### src/rtl/mslope_pkg.sv
// Shared types and slope weights for the multi-slope measurement sequencer.
package mslope_pkg;

  typedef enum logic [1:0] {
    PH_ZERO,
    PH_INPUT,
    PH_REF
  } phase_e;

  typedef enum logic [2:0] {
    ST_IDLE,
    ST_SETTLE,
    ST_START,
    ST_WAIT,
    ST_CALC,
    ST_OUT
  } state_e;

  localparam int unsigned W_RUNDOWN = 512;
  localparam int unsigned W_N64     = 64;
  localparam int unsigned W_P8      = 8;
  localparam int unsigned W_N1      = 1;

  function automatic phase_e next_phase(input phase_e ph);
    case (ph)
      PH_ZERO: return PH_INPUT;
      default: return PH_REF;
    endcase
  endfunction

endpackage

### src/rtl/mslope_raw_calc.sv
// Registered weighting of one conversion's count bundle into a signed charge value.
module mslope_raw_calc
  import mslope_pkg::*;
#(
  parameter int unsigned RUNUP_W = 250,
  parameter int unsigned RES_W   = 48
) (
  input  logic                    clk,
  input  logic                    rst,
  input  logic                    i_capture,
  input  logic [31:0]             i_pwm_p,
  input  logic [31:0]             i_pwm_n,
  input  logic [11:0]             i_rundown,
  input  logic [7:0]              i_n64,
  input  logic [7:0]              i_p8,
  input  logic [7:0]              i_n1,
  output logic signed [RES_W-1:0] o_raw,
  output logic                    o_valid
);

  logic [RES_W-1:0]        w_runup;
  logic [RES_W-1:0]        w_slopes;
  logic signed [RES_W-1:0] r_raw;
  logic                    r_valid;

  // Counts are unsigned; the run-up difference carries the sign, all in modulo-2^RES_W arithmetic.
  always_comb begin
    w_runup  = (RES_W'(i_pwm_p) - RES_W'(i_pwm_n)) * RES_W'(RUNUP_W);
    w_slopes = RES_W'(i_rundown) * RES_W'(W_RUNDOWN)
             - RES_W'(i_n64) * RES_W'(W_N64)
             + RES_W'(i_p8) * RES_W'(W_P8)
             - RES_W'(i_n1) * RES_W'(W_N1);
  end

  always_ff @(posedge clk or negedge rst) begin
    if (!rst) begin
      r_raw   <= '0;
      r_valid <= 1'b0;
    end else begin
      r_valid <= i_capture;
      if (i_capture) r_raw <= signed'(w_runup + w_slopes);
    end
  end

  assign o_raw   = r_raw;
  assign o_valid = r_valid;

endmodule

### src/rtl/mslope_meas_sequencer.sv
// Multi-slope ZERO -> INPUT [-> REF] measurement sequencer with auto-zeroed result handshake.
// Define REF_CAL_EN to add the REF calibration phase and drive sel_ref / ref_data.
module mslope_meas_sequencer
  import mslope_pkg::*;
#(
  parameter int unsigned SETTLE_CYC  = 64,
  parameter int unsigned TIMEOUT_CYC = 400000,
  parameter int unsigned RUNUP_W     = 250,
  parameter int unsigned RES_W       = 48
) (
  input  logic                    clk,
  input  logic                    rst,
  input  logic                    enable,
  output logic                    conv_start,
  input  logic                    conv_done,
  input  logic [31:0]             pwm_p,
  input  logic [31:0]             pwm_n,
  input  logic [11:0]             rundown,
  input  logic [7:0]              n64,
  input  logic [7:0]              p8,
  input  logic [7:0]              n1,
  output logic                    sel_zero,
  output logic                    sel_input,
  output logic                    sel_ref,
  output logic                    res_valid,
  input  logic                    res_ready,
  output logic signed [RES_W-1:0] res_data,
  output logic signed [RES_W-1:0] ref_data,
  output logic                    err_timeout,
  output logic [7:0]              err_cnt
);

  localparam int unsigned SW = $clog2(SETTLE_CYC + 1);
  localparam int unsigned TW = $clog2(TIMEOUT_CYC + 1);
`ifdef REF_CAL_EN
  localparam phase_e LAST_PHASE = PH_REF;
`else
  localparam phase_e LAST_PHASE = PH_INPUT;
`endif

  state_e                  r_state, w_state_nx;
  phase_e                  r_phase, w_phase_nx;
  logic [SW-1:0]           r_settle;
  logic [TW-1:0]           r_tcnt;
  logic [7:0]              r_err_cnt;
  logic signed [RES_W-1:0] r_zero_raw, r_input_raw;
  logic signed [RES_W-1:0] w_raw;
  logic                    w_raw_valid, w_capture, w_timeout, w_active;

  assign w_capture = conv_done && (r_state == ST_WAIT);

  mslope_raw_calc #(
    .RUNUP_W (RUNUP_W),
    .RES_W   (RES_W)
  ) u_raw_calc (
    .clk       (clk),
    .rst       (rst),
    .i_capture (w_capture),
    .i_pwm_p   (pwm_p),
    .i_pwm_n   (pwm_n),
    .i_rundown (rundown),
    .i_n64     (n64),
    .i_p8      (p8),
    .i_n1      (n1),
    .o_raw     (w_raw),
    .o_valid   (w_raw_valid)
  );

  always_comb begin
    w_state_nx = r_state;
    w_phase_nx = r_phase;
    w_timeout  = 1'b0;
    case (r_state)
      ST_IDLE: begin
        w_phase_nx = PH_ZERO;
        if (enable) w_state_nx = ST_SETTLE;
      end
      ST_SETTLE: if (r_settle == SW'(SETTLE_CYC - 1)) w_state_nx = ST_START;
      ST_START:  w_state_nx = ST_WAIT;
      ST_WAIT: begin
        // conv_done takes priority over a timeout expiring in the same cycle
        if (conv_done) begin
          w_state_nx = ST_CALC;
        end else if (r_tcnt == TW'(TIMEOUT_CYC - 1)) begin
          w_timeout  = 1'b1;
          w_state_nx = ST_IDLE;
          w_phase_nx = PH_ZERO;
        end
      end
      ST_CALC: begin
        if (!enable) begin
          w_state_nx = ST_IDLE;
          w_phase_nx = PH_ZERO;
        end else if (r_phase != LAST_PHASE) begin
          w_state_nx = ST_SETTLE;
          w_phase_nx = next_phase(r_phase);
        end else begin
          w_state_nx = ST_OUT;
        end
      end
      ST_OUT: begin
        if (res_ready) begin
          w_state_nx = enable ? ST_SETTLE : ST_IDLE;
          w_phase_nx = PH_ZERO;
        end
      end
      default: begin
        w_state_nx = ST_IDLE;
        w_phase_nx = PH_ZERO;
      end
    endcase
  end

  always_ff @(posedge clk or negedge rst) begin
    if (!rst) begin
      r_state     <= ST_IDLE;
      r_phase     <= PH_ZERO;
      r_settle    <= '0;
      r_tcnt      <= '0;
      r_err_cnt   <= '0;
      r_zero_raw  <= '0;
      r_input_raw <= '0;
    end else begin
      r_state  <= w_state_nx;
      r_phase  <= w_phase_nx;
      r_settle <= (r_state == ST_SETTLE) ? r_settle + SW'(1) : '0;
      r_tcnt   <= (r_state == ST_WAIT) ? r_tcnt + TW'(1) : '0;
      if (w_timeout && (r_err_cnt != '1)) r_err_cnt <= r_err_cnt + 8'd1;
      if ((r_state == ST_CALC) && w_raw_valid) begin
        if (r_phase == PH_ZERO)       r_zero_raw  <= w_raw;
        else if (r_phase == PH_INPUT) r_input_raw <= w_raw;
      end
    end
  end

  assign w_active    = (r_state != ST_IDLE);
  assign conv_start  = (r_state == ST_START);
  assign res_valid   = (r_state == ST_OUT);
  assign err_timeout = w_timeout;
  assign err_cnt     = r_err_cnt;
  assign sel_zero    = w_active && (r_phase == PH_ZERO);
  assign sel_input   = w_active && (r_phase == PH_INPUT);
  assign res_data    = r_input_raw - r_zero_raw;

`ifdef REF_CAL_EN
  logic signed [RES_W-1:0] r_ref_raw;

  always_ff @(posedge clk or negedge rst) begin
    if (!rst)                                                        r_ref_raw <= '0;
    else if ((r_state == ST_CALC) && w_raw_valid && (r_phase == PH_REF)) r_ref_raw <= w_raw;
  end

  assign sel_ref  = w_active && (r_phase == PH_REF);
  assign ref_data = r_ref_raw - r_zero_raw;
`else
  assign sel_ref  = 1'b0;
  assign ref_data = '0;
`endif

endmodule

### config.mk
export PLATFORM = sky130hd
export DESIGN_NAME = mslope_meas_sequencer
export DESIGN_NICKNAME = d
export VERILOG_FILES = /design/src/rtl/mslope_pkg.sv /design/src/rtl/mslope_raw_calc.sv /design/src/rtl/mslope_meas_sequencer.sv
export SDC_FILE = /design/constraint.sdc
export NUM_CORES = 1
export LEC_CHECK = 0
export ABC_AREA = 1
export CORE_AREA = 5 5 222 310
export CTS_CLUSTER_SIZE = 28
export DETAILED_ROUTE_END_ITERATION = 10
export DIE_AREA = 0 0 227 315
export HOLD_SLACK_MARGIN = 0.15
export PLACE_DENSITY = 0.62
export SETUP_SLACK_MARGIN = 0.3
export SLEW_MARGIN = 20
export SYNTH_ARGS = -nofsm -noshare
export SYNTH_HDL_FRONTEND = slang
export SYNTH_SLANG_ARGS = --single-unit
### constraint.sdc
create_clock -name clk -period 3.5 [get_ports clk]
set_input_delay 0.7 -clock clk [delete_from_list [all_inputs] [get_ports clk]]
set_output_delay 0.7 -clock clk [all_outputs]
set_load 0.02 [all_outputs]
After elaboration in Yosys (flattened, before gate mapping)
Cells that the tools add are included.
{"block": "op_classes", "add_sub_neg": 9, "multipliers": 1, "eq_ne": 17, "n_mux": 21, "bitwise": 2, "n_reduce_logical": 13}
{"cell": "adder 48 x 11 -> 48 bit", "n": 1}
{"cell": "adder 48 bit", "n": 1}
{"cell": "multiplier 48 x 7 -> 47 bit (second input constant)", "n": 1}
{"cell": "subtractor 48 bit", "n": 1}
{"cell": "subtractor 48 x 8 -> 48 bit", "n": 1}
{"cell": "subtractor 32 x 32 -> 33 bit", "n": 1}
{"cell": "subtractor 21 x 14 -> 22 bit", "n": 1}
{"cell": "2-to-1 mux 3 bit", "n": 7}
{"cell": "adder 19 x 1 -> 19 bit (second input constant)", "n": 1}
{"cell": "== test 19 bit (second input constant)", "n": 1}
{"cell": "2-to-1 mux 19 bit", "n": 1}
{"cell": "case mux 3 bit (6 select lines)", "n": 1}
{"cell": "2-to-1 mux 2 bit", "n": 6}
{"cell": "adder 8 x 1 -> 8 bit (second input constant)", "n": 1}
{"cell": "!= test 8 bit (second input constant)", "n": 1}
{"cell": "case mux 2 bit (4 select lines)", "n": 1}
{"cell": "adder 7 x 1 -> 7 bit (second input constant)", "n": 1}
{"cell": "== test 7 x 6 -> 1 bit (second input constant)", "n": 1}
{"cell": "2-to-1 mux 7 bit", "n": 1}
{"cell": "== test 3 x 2 -> 1 bit (second input constant)", "n": 2}
{"cell": "== test 3 bit (second input constant)", "n": 2}
{"cell": "!= test 2 x 1 -> 1 bit (second input constant)", "n": 3}
{"cell": "!= test 2 bit (second input constant)", "n": 3}
{"cell": "logical AND 1 bit", "n": 5}
{"cell": "14 further kinds", "n": 18}
{"block": "totals", "reg_bits": 184, "out_inout_bits": 110, "wordCells": 72}

Depth between registers and ports, before layout
Gate-level depths: netlist (run 1).
{"block": "depth", "depth_word": 5, "ltp_mapped": 52, "ltp_nobuf": 52}

Modules after synthesis
A second synthesis (run 1) with hierarchy kept.
{"block": "unflattened", "hier_cells": 3583, "hier_area_um2": 24263.3}
{"mod": "mslope_raw_calc", "instances": 1, "cells_each": 2034, "area_each_um2": 13770.7, "seq_area_each_um2": 1226.2}
{"mod": "mslope_meas_sequencer", "instances": 1, "cells_each": 1549, "area_each_um2": 10492.6, "seq_area_each_um2": 3378.2}

Worst setup path before layout (run 1)
Ideal clock, no wire load.
{"block": "synth_path", "path_type": "input to register", "start": "input port pwm_p[0]", "end": "register u_raw_calc.r_raw[41] (netlist: u_raw_calc.o_raw[41])", "setup_ns": 0.126, "arrival_ns": 8.075, "required_ns": 3.374, "setup_slack_ns": -4.701, "cell_stages": 38, "n_path_buf": 0, "path_cell_list": "inv_1 -> ha_1 -> fa_1 -> inv_1 -> nand3_1 -> nand2_1 -> nand2_1 -> nand2_2 -> xor2_1 -> fa_1 -> inv_1 -> fa_1 -> fa_1 -> fa_1 -> inv_1 -> ha_1 -> a21oi_1 -> inv_1 -> (+2 left out) -> or2_2 -> a21oi_1 -> o21ai_0 -> xnor2_1 -> ha_1 -> inv_1 -> ha_1 -> ha_1 -> a21o_1 -> o21bai_1 -> a21oi_1 -> nor2_1 -> nor3_1 -> nand3_1 -> a21o_1 -> or2_2 -> nand3_1 -> o21ai_0"}
{"block": "synth_between", "elab_chain_cells": 3}
{"element": "start, declared", "line_no": "mslope_meas_sequencer.sv:16", "source": "input logic [31:0] pwm_p,"}
{"element": "subtractor 32 x 32 -> 33 bit", "line_no": "mslope_raw_calc.sv:28", "source": "w_runup = (RES_W'(i_pwm_p) - RES_W'(i_pwm_n)) * RES_W'(RUNUP_W);"}
{"element": "multiplier 48 x 7 -> 47 bit", "line_no": "mslope_raw_calc.sv:28"}
{"element": "adder 48 bit", "line_no": "mslope_raw_calc.sv:41", "source": "if (i_capture) r_raw <= signed'(w_runup + w_slopes);"}
{"element": "end signal, assigned", "line_no": "mslope_raw_calc.sv:41"}
{"element": "end, declared", "line_no": "mslope_raw_calc.sv:23", "source": "logic signed [RES_W-1:0] r_raw;"}
No other way between the ends.
A chain may end at the register's enable or synchronous reset.

Worst setup path after layout (run 1)
{"block": "layout_path", "start": "input port pwm_n[5]", "end": "register u_raw_calc.r_raw[47] (netlist: u_raw_calc.o_raw[47])"}
{"block": "layout_between", "elab_chain_cells": 3}
{"element": "start, declared", "line_no": "mslope_meas_sequencer.sv:17", "source": "input logic [31:0] pwm_n,"}
{"element": "subtractor 32 x 32 -> 33 bit", "line_no": "mslope_raw_calc.sv:28"}
{"element": "multiplier 48 x 7 -> 47 bit", "line_no": "mslope_raw_calc.sv:28"}
{"element": "adder 48 bit", "line_no": "mslope_raw_calc.sv:41"}
No other way between the ends.

==> impl_metrics.ini, run 1 <==
[global_route]
grt.total_usage_pct = 18.7
grt_first_pass_wirelength_um = 111000
grt_pass1_vias = 24100
grt_antenna_before_repair = 3
gr-total-overflow = 0
grt_start_max_net_pins = 97

[synth]
yosysSeqAreaShare_pct = 20.3
syn_area_mm2 = 0.0227
syn_avg_cell_area_um2 = 7.40
ys_top_cells_by_area = dfrtp_1 20%, ha_1 16%, fa_1 11%, inv_1 9.6%, nand2_1 9.5%
synthArstFlopShare_pct = 100
synth_most_common_cell = inv_1
synth_flop_cell = dfrtp_1
synth_top_area_share_pct = 20.3
synth_edf_count = 0
yosysWarnings = 0
synth-seq-cells = 184
synth_cell_types = 67
ys_top_cells_by_count = 577 x inv_1, 574 x nand2_1, 283 x ha_1
synth_cells = 3063
yosysTopAreaCell = dfrtp_1

[run_status]
violations = setup timing
run_status = finished, violations left

[floorplanning]
io_pins = 215
die_height_um = 315
core_area_mm2 = 0.0654
die-area_mm2 = 0.0715
start_util_pct = 34.7
fp.dieW_um = 227
row_count = 111

[timing]
rsz0062_at_grt = true
worst_slack_ns = -4.38
fin_crit_ns = 7.88
hold_viol = 0
setup_viol = 64
finalCritPeriodShare_pct = 225
skew_ns = 0.0130
max_clock_freq_ghz = 0.127
relSlewSlack_pct = 49.4
slew_viol_final = 0
worst_pin_slew_ns = 0.756

[layout]
finalNetCount = 4512
fin_util_pct = 57.5
syn2layout_area_growth_pct = 66.0
drive_above_1_share_pct = 45.6
nFillCells = 5595

[run]
max-cap-violations = 0

[place]
dp_hpwl_um = 53000
routabilityCongestion = 0.903
pre_cts_ws_ns = -5.92
port-buffer-count = 165

[clock_tree]
clk_path_buf_depth = 2
clkSlewWorstSetupHoldPaths_ns = 0.07
cts_max_level = 4
numCtsBuffers = 17
clock_latency_ns = 0.45
cts_root_buf = clkbuf_16
hold_buffers = 0
cts_num_sinks = 184
cts_tree = built

[setup_path]
crit_path_top_delay_cell = fa_1
cp_max_fo = 4
critPathCaptureType = register
worst-path-buf-inv = 23
slowest_delay_ns = 0.52
critPathMostFrequentCell = buf_4
cp.required_ns = 3.83
setup.worst_path.start_class = input port
crit_type = input port to register
critical_path_arrival_ns = 8.21
critical-path-top-delay-family = buffers and inverters

[detailed_routing]
avgViaCountPerCell = 4.74
drt_first_iter_violations = 716
drt-total-wl_um = 70200
dr_total_vias = 23100
detail_route.first_pass.iterations = 6
drc = 0
detail_route.wl_per_cell_um = 14.4
ant_nets = 0

[worst_hold_path]
hold_class = input port to async pin
==> worst register-to-register path: cells and delay by family, from the launching register on <==
kind / cells / cell delay [ns]
flops: 1 / 0.37
xor+xnor: 1 / 0.15
simple gates: 10 / 1.37
fa+ha+maj: 1 / 0.17
buf+inv: 3 / 0.31
==> metrics by stage <==
| stage | cells | area, um2 | hold WS, ns | TNS, ns |
|---|---|---|---|---|
| 6_report | 4866 | 37600 | 0.215 | -158.88 |
| 5_1_grt | 4866 | 37600 | 0.256 | -172.82 |
| 4_1_cts | 4808 | 35800 | 0.228 | -154.46 |
| 3_5_place_dp | 4647 | 30600 | 0.462 | -212.67 |
| 3_3_place_gp | 4647 | 30600 | 0.449 | -210.24 |
| 2_1_floorplan | 3111 | 23800 | 0.404 | -150.46 |
==> flip-flops by register name, indices dropped and copies added, names as in the netlist <==
register            cells
r_phase                 2
u_raw_calc.o_valid      1
u_raw_calc.o_raw       48
r_zero_raw             48
r_tcnt                 19
r_settle                7
r_state                 3
r_input_raw            48
err_cnt                 8
==> cells by family after synthesis <==
kind of cell / after synthesis / share of synthesized area, %
mux: 1 / 0.0497
flops: 184 / 20.3
fa+ha+maj: 403 / 26.2
simple gates: 1013 / 19.0
other cells: 1 / 0.0165
buf+inv: 677 / 12.1
xor+xnor: 173 / 6.98
compound gates: 611 / 15.4
==> routing by layer <==
| layer | vias up | share of wire (%) | track usage, % |
|---|---|---|---|
| li1 | 11600 | - | - |
| met1 | 10900 | 37 | 19.8 |
| met2 | 389 | 56 | 37.6 |
| met3 | 156 | 2.2 | 1.14 |
| met4 | 2 | 4.0 | 7.27 |
| met5 | - | 0.019 | 0 |
==> area by class of cell <==
type	instances	area (um2)	share of cell area [%]
antenna	2	5.00	0.0133
clock buffer	17	425	1.13
clock inverter	15	200	0.532
inverter	594	2240	5.97
multi-input combinational	2250	21100	56.2
sequential	184	4600	12.2
tap	847	1060	2.82
timing repair buffer	957	7950	21.1
==> placed cells by master, fill, tap and decap left out, drive strengths merged, types with 12 or more instances in the layout <==
cell / count
nand4: 23
a21oi: 223
nand3: 102
a21o: 25
inv: 602
xnor2: 67
nor3: 43
buf: 861
ha: 283
nor2: 200
conb: 49
clkdlybuf4s50: 77
o21ai: 258
clkbuf: 28
or2: 20
fa: 120
nor4: 12
a31oi: 28
a21boi: 24
o21bai: 14
xor2: 106
dfrtp: 184
nand2: 601
==> final timing paths <==
check	slack, ns	end	from	depth (start not counted)
worst max-delay path	-4.38	u_raw_calc.o_raw[47]$_DFFE_PN0P_	pwm_n[5]	50
worst min-delay path	0.22	err_cnt[0]$_DFFE_PN0P_	rst	1
worst max register to register	1.05	err_cnt[7]$_DFFE_PN0P_	r_tcnt[0]$_DFF_PN0_	15
worst min register to register	0.46	r_tcnt[0]$_DFF_PN0_	r_tcnt[0]$_DFF_PN0_	1
max in group asynchronous	2.45	r_input_raw[1]$_DFFE_PN0P_	rst	2
min in group clk	0.46	r_tcnt[0]$_DFF_PN0_	r_tcnt[0]$_DFF_PN0_	1
==> what timing repair did <==
item / 4_1_cts / 5_1_grt
setup endpoints to repair: 90 / 88
buffers inserted: 129 / 56
gates resized for setup: 1059 / 336
pin swaps: 274 / 197
Power of run 1 is not shown: default switching activity piles up to over one toggle a cycle in this logic, so the estimate is an artifact.
==> run 2: changes to the inputs <==
--- a/config.mk
+++ b/config.mk
@@ -6,12 +6,13 @@
 export NUM_CORES = 1
 export LEC_CHECK = 0
 export ABC_AREA = 1
-export CORE_AREA = 5 5 222 310
+export CORE_AREA = 5 5 208 290
 export CTS_CLUSTER_SIZE = 28
 export DETAILED_ROUTE_END_ITERATION = 10
-export DIE_AREA = 0 0 227 315
+export DIE_AREA = 0 0 213 295
 export HOLD_SLACK_MARGIN = 0.15
-export PLACE_DENSITY = 0.62
+export PLACE_DENSITY = 0.68
+export REMOVE_ABC_BUFFERS = 1
 export SETUP_SLACK_MARGIN = 0.3
 export SLEW_MARGIN = 20
 export SYNTH_ARGS = -nofsm -noshare
==> run 2 against run 1 <==
Register-to-register slack improved by 0.03 ns; clock-buffer cell count did not move; non-clock buffer count rose by 93; die area fell by 12%; first-iteration DRC count rose by 65%; critical path type unchanged; highest routed layer is now met4; the run still ends with setup timing left; via count rose by 8.5%; global-route usage rose by 3.9 points; sequential share of layout area fell by 0.37 points; critical path depth fell by 6; largest cell class unchanged; utilization rose by 10 points.
==> impl_metrics.ini, run 2 (synthesized netlist as in run 1, its figures left out) <==
[run_status]
run_status = finished, violations left
violations = setup timing

[floorplanning]
die_height_um = 295
core_area_mm2 = 0.0574
row_count = 104
start_util_pct = 39.5
io_pins = 215
die-area_mm2 = 0.0628
fp.dieW_um = 213

[layout]
final_area_mm2 = 0.0388
drive_above_1_share_pct = 49.4
final_common_cell = buf_4
syn2layout_area_growth_pct = 71.1
fin_util_pct = 67.6
nFillCells = 3947
finalNetCount = 4605
final_cell_mix = 758 x buf_4, 430 x inv_1, 416 x nand2_1

[detailed_routing]
dr_total_vias = 25000
detail_route.first_pass.iterations = 5
drc = 0
avgViaCountPerCell = 5.16
drt_first_iter_violations = 1182
detail_route.wl_per_cell_um = 17.1
ant_nets = 0
drt-total-wl_um = 82800

[setup_path]
crit_type = input port to register
critPathCaptureType = register
reg2reg_depth = 15
slowest_delay_ns = 0.54
critPathMostFrequentCell = buf_4
critical_path_arrival_ns = 8.47
crit_path_top_delay_cell = fa_1
cp.required_ns = 3.82
cp_max_fo = 4
setup.worst_path.start_class = input port

[clock_tree]
clkSlewWorstSetupHoldPaths_ns = 0.09
clk_path_buf_depth = 2
cts_max_level = 4
cts_num_sinks = 184
clock_latency_ns = 0.45
cts_tree = built
numCtsBuffers = 17
hold_buffers = 0
cts_root_buf = clkbuf_16

[timing]
relSlewSlack_pct = 45.0
worst_pin_slew_ns = 0.823
setup_viol = 63
fin_crit_ns = 8.15
rsz0062_at_grt = true
skew_ns = 0.0165
worst_slack_ns = -4.65
hold_ws_ns = 0.242
hold_viol = 0
slew_viol_final = 0
max_clock_freq_ghz = 0.123
finalCritPeriodShare_pct = 233

[worst_hold_path]
hold_class = input port to async pin

[global_route]
grt_pass1_vias = 25300
grt_first_pass_wirelength_um = 118000
grt_start_max_net_pins = 66
grt.total_usage_pct = 22.5
gr-total-overflow = 0
grt_antenna_before_repair = 1

[place]
pre_cts_ws_ns = -5.98
placedInstanceArea_mm2 = 0.0299
port-buffer-count = 165
routabilityCongestion = 0.954
dp_hpwl_um = 52100

[run]
max-cap-violations = 0
run 2: cell types whose count changed in the layout (fill, tap and decap cells not counted), sizes merged:
cell           before  now
dlygate4sd2         2    1
inv               602  600
clkinvlp            0    1
clkinv              6    8
dlymetal6s2s        0    1
diode               2    1
clkdlybuf4s15       6    4
clkbuf             28   27
buf               861  957
bufinv              1    0
run 2: routing by layer:
metal  vias up  wire, um  track usage, %
li1      11800         -               -
met1     12000     29000            23.7
met2       848     45000            44.4
met3       421      2890            1.39
met4         0      5920            11.3
met5         -         0               0
run 2: worst paths after layout:
kind / startpoint / to / slack (ns)
max reg2reg: r_tcnt[0]$_DFF_PN0_ / err_cnt[7]$_DFFE_PN0P_ / 1.08
max: pwm_p[14] / u_raw_calc.o_raw[46]$_DFFE_PN0P_ / -4.65
max in group asynchronous: rst / r_tcnt[2]$_DFF_PN0_ / 2.48
min in group clk: r_settle[0]$_DFF_PN0_ / r_settle[0]$_DFF_PN0_ / 0.47
min reg2reg: r_settle[0]$_DFF_PN0_ / r_settle[0]$_DFF_PN0_ / 0.47
min: rst / r_zero_raw[0]$_DFFE_PN0P_ / 0.24
run 2: cell type report:
type                       count  area, um2  share of cell area, %
antenna                        1       2.50                0.00645
clock buffer                  17        425                   1.10
clock inverter                15        198                  0.510
inverter                     594       2250                   5.79
multi-input combinational   2250      21600                   55.7
sequential                   184       4600                   11.9
tap                          742        928                   2.39
timing repair buffer        1050       8780                   22.6
run 2: timing repair:
action / CTS / global route
endpoints found under the hold margin: 0 / 0
buffers inserted: 154 / 73
pin swaps: 341 / 305
endpoints found under the setup margin: 90 / 88
gates resized for setup: 1299 / 454
run 2: metrics by stage:
stage,setup TNS [ns],cells
2_1_floorplan,-168.75,3028
3_3_place_gp,-216.28,4593
3_5_place_dp,-219.76,4593
4_1_cts,-153.43,4779
5_1_grt,-180.42,4853
6_report,-165.51,4853
run 2: worst max-delay path: cells and delay by family:
kind                     cells  cell delay, ns
adder cells (fa/ha/maj)      8            2.80
AO/OA/AOI/OAI               12            1.73
AND/OR/NAND/NOR             11            1.41
buffers and inverters       10            1.31
XOR/XNOR                     3            0.50
Power of run 2 is left out for the same reason.
==> run 3: changes to the inputs <==
--- a/config.mk
+++ b/config.mk
@@ -6,10 +6,12 @@
 export NUM_CORES = 1
 export LEC_CHECK = 0
 export ABC_AREA = 1
+export CAP_MARGIN = 20
 export CORE_AREA = 5 5 208 290
 export CTS_CLUSTER_SIZE = 28
 export DETAILED_ROUTE_END_ITERATION = 10
 export DIE_AREA = 0 0 213 295
+export GPL_TIMING_DRIVEN = 0
 export HOLD_SLACK_MARGIN = 0.15
 export PLACE_DENSITY = 0.68
 export REMOVE_ABC_BUFFERS = 1
==> run 3 against run 2 <==
The flow still finishes with violations (setup timing); global-route usage down 2.3 points; clock skew down 0.0048 ns; sequential share of layout area up 2.0 points; critical endpoint is now u_raw_calc.o_raw[47]$_DFFE_PN0P_; die area unchanged; wire length down 12%.
==> impl_metrics.ini, run 3 (synthesized netlist as in run 1, its figures left out) <==
[run_status]
run_status = finished, violations left
violations = setup timing

[detailed_routing]
detail_route.first_pass.iterations = 7
ant_nets = 0
drc = 0
dr_total_vias = 22300
drt_first_iter_violations = 1107
avgViaCountPerCell = 5.22
detail_route.wl_per_cell_um = 17.1
drt-total-wl_um = 73000

[setup_path]
crit_type = input port to register
startpoint = pwm_p[13]
critPathMostFrequentCell = nand2_4
cp.required_ns = 3.88
crit_path_top_delay_cell = fa_1
slowest_delay_ns = 0.55
regToRegStartpoint = r_state[2]$_DFFE_PN0P_
critical_path_arrival_ns = 8.62
setup.worst_path.start_class = input port
cp_max_fo = 6
critPathCaptureType = register

[timing]
skew_ns = 0.0117
worst_slack_ns = -4.73
hold_viol = 0
fin_crit_ns = 8.23
rsz0062_at_grt = true
slew_viol_final = 0
relSlewSlack_pct = 43.9
worst_pin_slew_ns = 0.841
finalCritPeriodShare_pct = 235
max_clock_freq_ghz = 0.121
setup_viol = 62

[floorplanning]
io_pins = 215
row_count = 104
die_height_um = 295
core_area_mm2 = 0.0574
fp.dieW_um = 213
start_util_pct = 39.5
die-area_mm2 = 0.0628

[global_route]
grt_first_pass_wirelength_um = 106000
grt_antenna_before_repair = 3
grt_start_max_net_pins = 96
gr-total-overflow = 0
grt_pass1_vias = 22100
grt.total_usage_pct = 20.2

[worst_hold_path]
hold_class = input port to async pin

[clock_tree]
numCtsBuffers = 17
clock_latency_ns = 0.44
clk_path_buf_depth = 2
cts_tree = built
cts_max_level = 4
cts_root_buf = clkbuf_16
cts_num_sinks = 184
clkSlewWorstSetupHoldPaths_ns = 0.08

[layout]
final_common_cell = inv_1
nFillCells = 4656
drive_above_1_share_pct = 35.0
final_area_mm2 = 0.0333
syn2layout_area_growth_pct = 46.8
final_cell_mix = 459 x inv_1, 442 x nand2_1, 234 x buf_4
finalNetCount = 4014

[place]
placedInstanceArea_mm2 = 0.0251
port-buffer-count = 165
routabilityCongestion = 0.922
dp_hpwl_um = 47400

[run]
max-cap-violations = 0
run 3: final timing paths:
check	endpoint	slack [ns]	cells after the start
min reg2reg	r_settle[0]$_DFF_PN0_	0.46	1
min	r_zero_raw[1]$_DFFE_PN0P_	0.25	1
min in group clk	r_settle[0]$_DFF_PN0_	0.46	1
max in group asynchronous	r_tcnt[3]$_DFF_PN0_	2.33	2
max	u_raw_calc.o_raw[47]$_DFFE_PN0P_	-4.73	44
max reg2reg	r_phase[1]$_DFFE_PN0P_	0.24	11
run 3: critical path: cells and delay by family:
family                   cells  cell delay, ns
adder cells (fa/ha/maj)      9            3.49
XOR/XNOR                     2            0.26
buffers and inverters        9            0.97
AND/OR/NAND/NOR             15            1.70
AO/OA/AOI/OAI                9            1.52
run 3: repair_timing:
item,CTS,global route
endpoints found under the setup margin,90,93
pin swaps,273,273
setup buffers,193,96
resized for setup,927,456
gates cloned,0,0
hold buffers,0,0
run 3: area by class of cell:
cell class	instances	area [um2]	share of cell area, %
inverters	594	2260	6.78
flip-flops and latches	184	4600	13.8
diodes	2	5.00	0.0150
multi-input cells	2250	20800	62.5
clock buffers	17	425	1.28
well taps	742	928	2.79
repair buffers	459	4080	12.3
clock inverters	15	183	0.549
run 3: per-stage QoR:
step / utilization, % / hold WS, ns / setup slack, ns / instances / TNS, ns
2_1_floorplan: - / 0.404 / -4.79 / 3028 / -168.75
3_5_place_dp: 43.7 / 0.454 / -6.79 / 3940 / -251.04
3_3_place_gp: 43.4 / 0.452 / -6.95 / 3935 / -1333.43
4_1_cts: 53.9 / 0.281 / -4.49 / 4165 / -166.63
6_report: 58.0 / 0.249 / -4.73 / 4263 / -169.13
5_1_grt: 58.0 / 0.306 / -4.95 / 4262 / -183.92
run 3: metal layers:
metal  global-route usage (%)  vias up  routed length (um)
li1                         -    10600                   -
met1                     22.3    10600               26300
met2                     39.4      723               39000
met3                     1.45      333                2640
met4                     8.56        2                5050
met5                        0        -                  19
Power of run 3 is left out for the same reason.
